`config.mk`:
```
export PLATFORM = sky130hd
export DESIGN_NAME = core_run_ctrl
export DESIGN_NICKNAME = d
export VERILOG_FILES = /design/src/rtl/core_run_pkg.sv /design/src/rtl/core_run_timer.sv /design/src/rtl/core_run_ctrl.sv
export SDC_FILE = /design/constraint.sdc
export NUM_CORES = 1
export LEC_CHECK = 0
export ABC_AREA = 1
export ABC_CLOCK_PERIOD_IN_PS = 7400
export BUFFER_PORTS_ARGS = -buffer_cell sky130_fd_sc_hd__buf_2
export CORE_ASPECT_RATIO = 1.5
export CORE_MARGIN = 4
export CORE_UTILIZATION = 55
export DETAILED_ROUTE_END_ITERATION = 10
export PLACE_DENSITY = 0.78
export SYNTH_ARGS = -nofsm -noshare
export SYNTH_HDL_FRONTEND = slang
export SYNTH_SLANG_ARGS = --single-unit
```
`constraint.sdc`:
```
create_clock -name i_clk -period 7.4 [get_ports i_clk]
set_clock_uncertainty 0.1 [all_clocks]
set_input_delay 1.85 -clock i_clk [delete_from_list [all_inputs] [get_ports i_clk]]
set_output_delay 1.85 -clock i_clk [all_outputs]
set_load 0.01 [all_outputs]
```
`src/rtl/core_run_pkg.sv`:
```
// rtl/core_run_pkg.sv - shared state and result encodings for the core run sequencer
package core_run_pkg;

  typedef enum logic [1:0] {IDLE, HOLD, RUN, DRAIN} run_state_e;

  typedef enum logic [1:0] {
    FAIL_NONE,
    FAIL_TIMEOUT,
    FAIL_MISMATCH,
    FAIL_ABORT
  } fail_code_e;

endpackage

```
`src/rtl/core_run_timer.sv`:
```
// rtl/core_run_timer.sv - loadable down-counter, stops at zero, flags zero
module core_run_timer #(
  parameter int unsigned CNT_W = 32
) (
  input  logic             i_clk,
  input  logic             i_rst,
  input  logic             i_load,
  input  logic [CNT_W-1:0] i_load_val,
  input  logic             i_en,
  output logic             o_zero
);

  logic [CNT_W-1:0] r_count;

  always_ff @(posedge i_clk or posedge i_rst) begin
    if (i_rst) begin
      r_count <= '0;
    end else if (i_load) begin
      r_count <= i_load_val;
    end else if (i_en && (r_count != '0)) begin
      r_count <= r_count - CNT_W'(1);
    end
  end

  assign o_zero = (r_count == '0);

endmodule

```
`src/rtl/core_run_ctrl.sv`:
```
// rtl/core_run_ctrl.sv - run sequencer: holds core in reset, runs it, grades the result
module core_run_ctrl
  import core_run_pkg::*;
#(
  parameter int unsigned CNT_W        = 32,
  parameter int unsigned RST_CYCLES   = 4,
  parameter int unsigned TIMEOUT      = 100,
  parameter int unsigned DRAIN_CYCLES = 2
) (
  input  logic             i_clk,
  input  logic             i_reset,
  input  logic             i_start,
  input  logic             i_abort,
  input  logic [CNT_W-1:0] i_expect_cycles,
  input  logic             i_core_done,
  output logic             o_core_reset_l,
  output logic             o_busy,
  output logic             o_done,
  output logic             o_pass,
  output logic [1:0]       o_fail_code,
  output logic [CNT_W-1:0] o_run_cycles
);

  localparam logic [CNT_W-1:0] LD_HOLD  = CNT_W'(RST_CYCLES - 1);
  localparam logic [CNT_W-1:0] LD_RUN   = CNT_W'(TIMEOUT - 1);
  localparam logic [CNT_W-1:0] LD_DRAIN = (DRAIN_CYCLES > 0) ? CNT_W'(DRAIN_CYCLES - 1) : '0;

  run_state_e       r_state;
  fail_code_e       r_fail;
  logic             r_core_reset_l;
  logic             r_busy;
  logic             r_done;
  logic             r_pass;
  logic [CNT_W-1:0] r_expect;
  logic [CNT_W-1:0] r_run_cycles;

  logic             w_tmr_load;
  logic             w_tmr_en;
  logic [CNT_W-1:0] w_tmr_val;
  logic             w_tmr_zero;
  logic             w_run_exit;
  logic             w_match;

  assign w_run_exit = i_core_done || w_tmr_zero;
  assign w_match    = (r_run_cycles == r_expect);

  // The one timer is reloaded on every state entry: hold length, watchdog, drain length.
  always_comb begin
    w_tmr_load = 1'b0;
    w_tmr_en   = 1'b0;
    w_tmr_val  = '0;
    case (r_state)
      IDLE: begin
        w_tmr_load = i_start && !i_abort;
        w_tmr_val  = LD_HOLD;
      end
      HOLD: begin
        if (w_tmr_zero) begin
          w_tmr_load = 1'b1;
          w_tmr_val  = LD_RUN;
        end else begin
          w_tmr_en = 1'b1;
        end
      end
      RUN: begin
        if (w_run_exit) begin
          w_tmr_load = 1'b1;
          w_tmr_val  = LD_DRAIN;
        end else begin
          w_tmr_en = 1'b1;
        end
      end
      DRAIN:   w_tmr_en = 1'b1;
      default: ;
    endcase
  end

  core_run_timer #(.CNT_W(CNT_W)) u_timer (
    .i_clk      (i_clk),
    .i_rst      (i_reset),
    .i_load     (w_tmr_load),
    .i_load_val (w_tmr_val),
    .i_en       (w_tmr_en),
    .o_zero     (w_tmr_zero)
  );

  always_ff @(posedge i_clk or posedge i_reset) begin
    if (i_reset) begin
      r_state        <= IDLE;
      r_fail         <= FAIL_NONE;
      r_core_reset_l <= 1'b0;
      r_busy         <= 1'b0;
      r_done         <= 1'b0;
      r_pass         <= 1'b0;
      r_expect       <= '0;
      r_run_cycles   <= '0;
    end else begin
      r_done <= 1'b0;
      if ((r_state != IDLE) && i_abort) begin
        r_state        <= IDLE;
        r_fail         <= FAIL_ABORT;
        r_pass         <= 1'b0;
        r_done         <= 1'b1;
        r_busy         <= 1'b0;
        r_core_reset_l <= 1'b0;
      end else begin
        case (r_state)
          IDLE: begin
            if (i_start && !i_abort) begin
              r_state      <= HOLD;
              r_busy       <= 1'b1;
              r_expect     <= i_expect_cycles;
              r_pass       <= 1'b0;
              r_fail       <= FAIL_NONE;
              r_run_cycles <= '0;
            end
          end
          HOLD: begin
            if (w_tmr_zero) begin
              r_state        <= RUN;
              r_core_reset_l <= 1'b1;
            end
          end
          RUN: begin
            // core_done is graded before the watchdog so a finish on the last cycle still counts.
            if (i_core_done) begin
              r_pass <= w_match;
              r_fail <= w_match ? FAIL_NONE : FAIL_MISMATCH;
            end else if (w_tmr_zero) begin
              r_pass <= 1'b0;
              r_fail <= FAIL_TIMEOUT;
            end else if (r_run_cycles != '1) begin
              r_run_cycles <= r_run_cycles + CNT_W'(1);
            end
            if (w_run_exit) begin
              if (DRAIN_CYCLES == 0) begin
                r_state        <= IDLE;
                r_busy         <= 1'b0;
                r_done         <= 1'b1;
                r_core_reset_l <= 1'b0;
              end else begin
                r_state <= DRAIN;
              end
            end
          end
          DRAIN: begin
            if (w_tmr_zero) begin
              r_state        <= IDLE;
              r_busy         <= 1'b0;
              r_done         <= 1'b1;
              r_core_reset_l <= 1'b0;
            end
          end
          default: r_state <= IDLE;
        endcase
      end
    end
  end

  assign o_core_reset_l = r_core_reset_l;
  assign o_busy         = r_busy;
  assign o_done         = r_done;
  assign o_pass         = r_pass;
  assign o_fail_code    = r_fail;
  assign o_run_cycles   = r_run_cycles;

endmodule

```
==> impl_metrics.ini, run 1 <==
[outcome]
status = completed

[place]
dpl_worst_slack_ps = 3350
io_buffers = 74
placed_cells = 1017
gp_congestion = 0.937
place_hpwl_um = 12100

[drt]
finalWirelength_um = 16300
postRouteAntennaNets = 0
routedWlPerCell_um = 15.8
dr.pass1.iters = 7
via_per_inst = 5.55
drc = 0
via_count = 5733
drtIter0Drc = 310

[worst_hold_path]
whs_path_depth = 2
min_path_type = flip-flop to flip-flop

[die]
initial_core_util_pct = 56.5
coreArea_sq_um = 11100
rows = 47
die-height_um = 139
ios = 75
die_w_um = 95.0
die_area_sq_um = 13200

[yosys]
async_reset_ff_share_pct = 100
synth_top_area_share_pct = 41.6
synth_seq_cells = 104
synth_xor_area_share_pct = 7.57
syn_area_per_cell_sq_um = 7.66
synth_top_cell_by_area = dfrtp_1
synthAdderAreaFrac_pct = 1.60
yosysWarnings = 0
ys_seq_area_share_pct = 41.6
synth.net_count = 861
synth_compound_area_share_pct = 5.95
syn_inst = 816
synth_area_leaders = dfrtp_1, nand2_1, nor2_1
syn_area_sq_um = 6250
synthSimpleGateAreaFrac_pct = 30.7
yosysUniqueCellTypes = 40
yosys-top-cells-count = nand2_1, nor2_1, dfrtp_1, inv_1, nand3_1
synth_top_family_by_area = simple AND/OR/NAND/NOR gates
synth_mux_area_share_pct = 5.41
synth_edf_count = 0
synth_flop_cell = dfrtp_1
yosys.cell_count.top_type = nand2_1

[cells_and_area]
finalNonFillerCells = 1033
final_nets = 926
nFillCells = 1043
drive_gt1_share_pct = 15.8
regArea_sq_um = 2600
multi_input_area_sq_um = 3200
num_antenna_cells = 0
area_growth_pct = 11.4

[worst_setup_path]
start_kind = input port
slowest_delay_ps = 660
crit_path_cell_trace = buf_2, inv_1, nand2_1, nor2_1, a21oi_1, nand2_1, nand2_1, clkinv_1, nor3b_1
cp.required_ps = 7550
path_max_fanout = 22
arrival_ps = 3930
reg2reg_depth = 9
critPathKind = input port to flip-flop
crit_path_end_kind = flip-flop
crit_path_top_delay_cell = clkinv_1
path_common_cell = nand2_1

[timing]
period_share_pct = 51.2
finalWorstSetupSlack_ps = 3610
rsz0062_at_grt = false
setup_viol = 0
fmax_mhz = 264
relSlewSlack_pct = 24.3
slew_viol_final = 0
setup_tns_ps = 0
post-route-min-period_ps = 3790
final_hold_viol_count = 0
worstMarginPinSlew_ps = 1140

[clocking]
cts_resized = 0
post-cts-setup-buffer-count = 0
numCtsBuffers = 9
htreeDepth = 3
clk_pin_slew_worst_paths_ps = 70
clock_latency_ps = 340
cts_tree = built
hold_buffers = 0
cts_root_buf = clkbuf_16
clkSinkCount = 104
cts_buffer_depth = 2

[global_route]
gr-usage-met1_pct = 29.5
met3_usage_pct = 5.10
first_global_vias = 5735
grt_max_degree = 77
grt_pass1_wl_um = 27000
use_met2_pct = 45.7
grt_antenna_before_repair = 0
grt_usage_pct = 26.1
grt_overflow = 0
grt-busiest-layer = met2

[pwr]
ir_drop_uv = 220
leakagePower_nw = 3.30
power.total_mw = 2.50
powerDensity_nw_per_um2 = 359

[job]
drv_cap = 0
## kinds of logic (layout without fill, tap and decap cells)
| group | Yosys count | after routing |
|---|---|---|
| fa+ha+maj | 8 | 8 |
| simple gates | 445 | 445 |
| buf+inv | 105 | 175 |
| compound gates | 70 | 70 |
| flops | 104 | 104 |
| xor+xnor | 54 | 54 |
| mux | 30 | 30 |
## path summary, 6_finish.rpt
kind / startpoint / end / slack (ps)
setup / recovery: i_abort / u_timer.r_count[14] / 3610
hold / removal: o_fail_code[1] / o_fail_code[1] / 400
setup reg to reg: r_state[0] / o_run_cycles[26] / 3960
hold reg to reg: o_fail_code[1] / o_fail_code[1] / 400
max in group asynchronous: i_reset / u_timer.r_count[23] / 4510
min in group asynchronous: i_reset / r_expect[23] / 1390
## worst max-delay path, delay by kind of cell
| family | cells | cell delay [ps] |
|---|---|---|
| and+or+nand+nor | 5 | 1120 |
| buffers and inverters | 3 | 830 |
| AOI/OAI and AO/OA | 1 | 120 |
## layout make-up
cell class	count	area share, %
clock inverters	6	0.629
well taps	147	2.64
flip-flops and latches	104	37.4
inverters	83	4.51
clock buffers	10	3.29
repair buffers	76	5.54
multi-input cells	607	46.0
## placed cells by master, fill, tap and decap left out, types with 2 or more instances in the layout
master,count
inv_1,76
or2_2,3
xor2_1,21
a21oi_1,15
o31ai_1,2
nor3b_1,3
dfrtp_1,104
nand3b_1,2
xnor2_1,33
nor3_1,23
clkinvlp_4,4
a31oi_1,3
buf_4,2
o21ai_1,23
clkbuf_16,9
nand3_2,2
nor2_2,3
nor2_1,133
clkinv_1,2
nand4_1,26
o21ai_0,23
nand3_1,50
ha_1,8
inv_2,4
buf_2,74
nand2_1,193
mux2_2,30
## metal layers
layer | vias to the layer above | part of all wire (%)
met4 | 0 | 5.2
met5 | - | 0
li1 | 2761 | -
met1 | 2700 | 37
met3 | 66 | 5.5
met2 | 206 | 52
## sequential cells by signal, indices dropped and copies added, names as in the netlist
| signal | flops |
|---|---|
| o_run_cycles | 32 |
| r_expect | 32 |
| u_timer.r_count | 32 |
| o_fail_code | 2 |
| r_state | 2 |
| o_busy | 1 |
| o_core_reset_l | 1 |
| o_done | 1 |
| o_pass | 1 |
## where the power goes
part / switching, mW / internal [mW]
Combinational: 0.760 / 0.416
Clock: 0.214 / 0.229
Sequential: 0.137 / 0.745
## per-stage QoR
stage	hold WS (ps)	area (sq um)	util, %
2_1_floorplan	365	6250	-
3_3_place_gp	382	6690	60.5
3_5_place_dp	392	6690	60.5
4_1_cts	410	6960	63.0
5_1_grt	443	6960	63.0
6_report	404	6960	63.0
(Power assumes the default switching activity.)
==> run 2, diff against run 1 <==
Settings changed: ABC_CLOCK_PERIOD_IN_PS 7400 to 3700.
Clock period 7.4 ns to 3.7 ns, I/O delays scaled along.
==> impl_metrics.ini, run 2 (synthesis gave the netlist of run 1 again) <==
[outcome]
status = completed

[place]
io_buffers = 74
dpl_worst_slack_ps = 965
place_hpwl_um = 11800
gp_congestion = 0.954

[global_route]
first_global_vias = 5719
grt_max_degree = 78
grt_usage_pct = 25.3
grt_antenna_before_repair = 0
grt_pass1_wl_um = 26300
grt_overflow = 0

[die]
die-height_um = 139
coreArea_sq_um = 11100
die_area_sq_um = 13200
ios = 75
die_w_um = 95.0
rows = 47
initial_core_util_pct = 56.5

[timing]
setup_tns_ps = 0
period_share_pct = 71.8
final_hold_viol_count = 0
setup_viol = 0
finalWorstSetupSlack_ps = 1040
relSlewSlack_pct = 43.7
slew_viol_final = 0
worstMarginPinSlew_ps = 844
post-route-min-period_ps = 2660
fmax_mhz = 376
rsz0062_at_grt = false

[clocking]
clk_pin_slew_worst_paths_ps = 70
hold_buffers = 0
cts_tree = built
htreeDepth = 3
numCtsBuffers = 9
clkSinkCount = 104
post-cts-setup-buffer-count = 0
cts_resized = 0
cts_buffer_depth = 2
clock_latency_ps = 350
cts_root_buf = clkbuf_16

[cells_and_area]
mostFrequentLayoutCell = nand2_1
num_antenna_cells = 0
final_cell_mix = nand2_1, nor2_1, dfrtp_1
nFillCells = 1048
drive_gt1_share_pct = 16.1
area_growth_pct = 12.4
final_nets = 929

[worst_setup_path]
rr_endpoint = o_run_cycles[26]
crit_path_end_kind = flip-flop
reg2reg_depth = 10
arrival_ps = 2820
start_kind = flip-flop
r2r-start = r_state[0]
cp.required_ps = 3860
critPathKind = flip-flop to flip-flop
r2r_setup_slack_ps = 1040
path_max_fanout = 56

[pwr]
powerDensity_nw_per_um2 = 720
ir_drop_uv = 433
power.total_mw = 5.06
leakagePower_nw = 3.34

[drt]
via_count = 5696
drc = 0
postRouteAntennaNets = 0
drtIter0Drc = 284
routedWlPerCell_um = 15.2
via_per_inst = 5.50
dr.pass1.iters = 6
finalWirelength_um = 15700

[worst_hold_path]
min_path_type = flip-flop to flip-flop
holdPathEnd = u_timer.r_count[0]
min-delay-start = u_timer.r_count[0]
whs_path_depth = 2

[job]
drv_cap = 0
[run 2: cell types whose count changed in the layout (fill, tap and decap cells not counted)]
cell / before / now
clkinv_2: 1 / 2
buf_12: 0 / 1
clkinv_4: 0 / 1
inv_4: 1 / 0
clkinvlp_4: 4 / 2
inv_6: 1 / 0
bufinv_16: 0 / 1
buf_4: 2 / 4
clkbuf_8: 0 / 1
[run 2: how the worst max path moves through the flow]
| stage | from | end | slack [ps] | depth (start not counted) |
|---|---|---|---|---|
| 5_1_grt | r_state[0] | o_run_cycles[26] | 840 | 11 |
| 3_3_place_gp | i_abort | o_run_cycles[5] | 1030 | 10 |
| 4_1_cts | r_state[0] | o_run_cycles[26] | 1070 | 10 |
| 2_1_floorplan | i_reset | o_busy | 1430 | 1 |
| 6_report | r_state[0] | o_run_cycles[26] | 1040 | 10 |
| 3_5_place_dp | i_abort | o_run_cycles[26] | 960 | 10 |
[run 2: stage by stage]
stage / hold WS [ps] / instance area [sq um] / utilization [%] / cells
final: 400 / 7020 / 63.5 / 1036
after global routing: 442 / 7020 / 63.5 / 1036
after CTS: 405 / 7020 / 63.5 / 1036
after detailed placement: 390 / 6730 / 60.8 / 1020
after global placement: 380 / 6730 / 60.8 / 1020
after floorplan: 365 / 6250 / - / 816
[run 2: cell type report]
type                    count  area [sq um]  share of cell area [%]
inverters                  83           315                    4.49
clock inverters             5          56.3                   0.802
clock buffers              11           243                    3.46
flip-flops and latches    104          2600                    37.1
multi-input cells         607          3200                    45.6
well taps                 147           184                    2.62
repair buffers             79           420                    5.99
[run 2: layer usage]
| metal | track usage (%) | part of all wire [%] | vias to the layer above |
|---|---|---|---|
| li1 | - | - | 2764 |
| met1 | 28.2 | 38 | 2660 |
| met2 | 43.8 | 51 | 200 |
| met3 | 4.02 | 4.7 | 72 |
| met4 | 16.0 | 6.3 | 0 |
| met5 | 0 | 0 | - |
[run 2: report_power, final]
part,leakage (nW),switching (mW),internal [mW]
clock network,0.145,0.424,0.543
logic,1.83,1.47,0.851
registers,1.36,0.274,1.49
[run 2: worst max-delay path, cell delays in order (launching register included)]
cell      delay, ps
dfrtp_1         420
inv_1           120
ha_1            210
buf_4           320
clkinv_1        390
nand2_1         270
nand2_1          80
buf_4           300
inv_2           190
nand2_1          80
o21ai_0          80
==> run 3, diff against run 2 <==
Settings changed: ABC_CLOCK_PERIOD_IN_PS 3700 to 2450.
Clock period 3.7 ns to 2.45 ns, I/O delays scaled along.
==> impl_metrics.ini, run 3 (synthesis gave the netlist of run 1 again) <==
[worst_setup_path]
arrival_ps = 2350
crit_path_end_kind = flip-flop
start_kind = flip-flop
critPathKind = flip-flop to flip-flop
cp.required_ps = 2590
setup.worst_path.start = r_state[1]
path_max_fanout = 6
r2r-start = r_state[1]

[pwr]
power.total_mw = 8.11
switching_share_pct = 43.4
p_clk_share_pct = 17.9
leakagePower_nw = 3.47
power_frac_seq_pct = 32.6
internal_power_mw = 4.59
power_frac_comb_pct = 49.5
ir_drop_uv = 488
switchingPower_mw = 3.52
powerDensity_nw_per_um2 = 1120

[drt]
drtIter0Drc = 309
dr.pass1.iters = 5
drc = 0
postRouteAntennaNets = 0
finalWirelength_um = 16700
via_per_inst = 5.53
via_count = 5868
routedWlPerCell_um = 15.8

[timing]
fin_hold_ws_ps = 299
setup_viol = 0
period_share_pct = 90.4
setup_tns_ps = 0
post-route-min-period_ps = 2210
slew_viol_final = 0
finalWorstSetupSlack_ps = 236
final_hold_viol_count = 0
worstMarginPinSlew_ps = 569
fmax_mhz = 452
relSlewSlack_pct = 61.8

[clocking]
cts_root_buf = clkbuf_16
cts_tree = built
cts_buffer_depth = 2
htreeDepth = 3
clkSinkCount = 104
clk_pin_slew_worst_paths_ps = 80
numCtsBuffers = 9
clock_latency_ps = 360

[global_route]
grt_antenna_before_repair = 0
grt_pass1_wl_um = 26900
grt_overflow = 0
first_global_vias = 5795
grt_max_degree = 105
grt_usage_pct = 26.0

[place]
place_hpwl_um = 12400
io_buffers = 74
placed_cells = 1042
gp_congestion = 0.960
dpl_worst_slack_ps = 160

[die]
coreArea_sq_um = 11100
initial_core_util_pct = 56.5
die_area_sq_um = 13200
die_w_um = 95.0
ios = 75
rows = 47
die-height_um = 139

[cells_and_area]
num_antenna_cells = 0
final_nets = 954
area_growth_pct = 16.1
final_cell_mix = nand2_1, nor2_1, dfrtp_1
finalNonFillerCells = 1061
mostFrequentLayoutCell = nand2_1
drive_gt1_share_pct = 19.1

[job]
drv_cap = 0

[worst_hold_path]
min_path_type = input port to async pin

[outcome]
status = completed
-- run 3: changes by cell type in the layout (fill, tap and decap cells not counted), moves of 2 or more --
cell | before | now
nand2_2 | 1 | 4
buf_4 | 4 | 26
inv_6 | 0 | 4
clkinv_2 | 2 | 0
nand2_1 | 193 | 190
-- run 3: what timing repair did --
action,CTS,global route
hold buffers,0,0
endpoints found under the setup margin,0,30
gates resized for setup,0,7
setup buffers,0,2
-- run 3: power groups by stage --
| stage | clock network, mW | registers, mW | logic [mW] |
|---|---|---|---|
| 2_1_floorplan | 0 | 2.60 | 2.85 |
| 3_3_place_gp | 0 | 2.65 | 3.75 |
| 3_5_place_dp | 0 | 2.67 | 3.82 |
| 4_1_cts | 1.48 | 2.64 | 3.84 |
| 5_1_grt | 1.55 | 2.71 | 4.47 |
| 6_report | 1.45 | 2.64 | 4.01 |
-- run 3: final timing paths --
path,to,slack (ps),depth (start not counted)
max,u_timer.r_count[15],240,10
min,r_state[1],300,3
max reg2reg,u_timer.r_count[15],240,10
min reg2reg,o_fail_code[1],420,2
max in group asynchronous,u_timer.r_count[29],1490,3
min in group i_clk,r_expect[12],380,2
-- run 3: per-layer routing --
layer	part of all wire [%]	track usage [%]
met1	36	29.3
met4	5.2	15.6
met3	5.8	3.64
met5	0	0
met2	53	45.4
-- run 3: cell type report --
| cell class | instances | area, sq um |
|---|---|---|
| flip-flops and latches | 104 | 2600 |
| repair buffers | 104 | 642 |
| inverters | 83 | 315 |
| well taps | 147 | 184 |
| clock inverters | 6 | 55.1 |
| clock buffers | 10 | 239 |
| multi-input cells | 607 | 3220 |
| fillers | 1019 | 3800 |
-- run 3: through the flow --
| step | utilization, % | instance area, sq um |
|---|---|---|
| global placement | 62.4 | 6900 |
| detailed placement | 62.4 | 6900 |
| floorplan | - | 6250 |
| finish | 65.6 | 7250 |
| global route | 65.6 | 7250 |
| CTS | 65.1 | 7200 |
-- run 3: worst max-delay path, cell delays in order (launching register included) --
cell and delay [ps]:
dfrtp_1 420, inv_1 110, ha_1 250, nor2_1 60, a21oi_1 200, nand2_2 140, buf_4 180, nor2_1 280
nand2_1 120, o21ai_0 170, a21oi_1 60
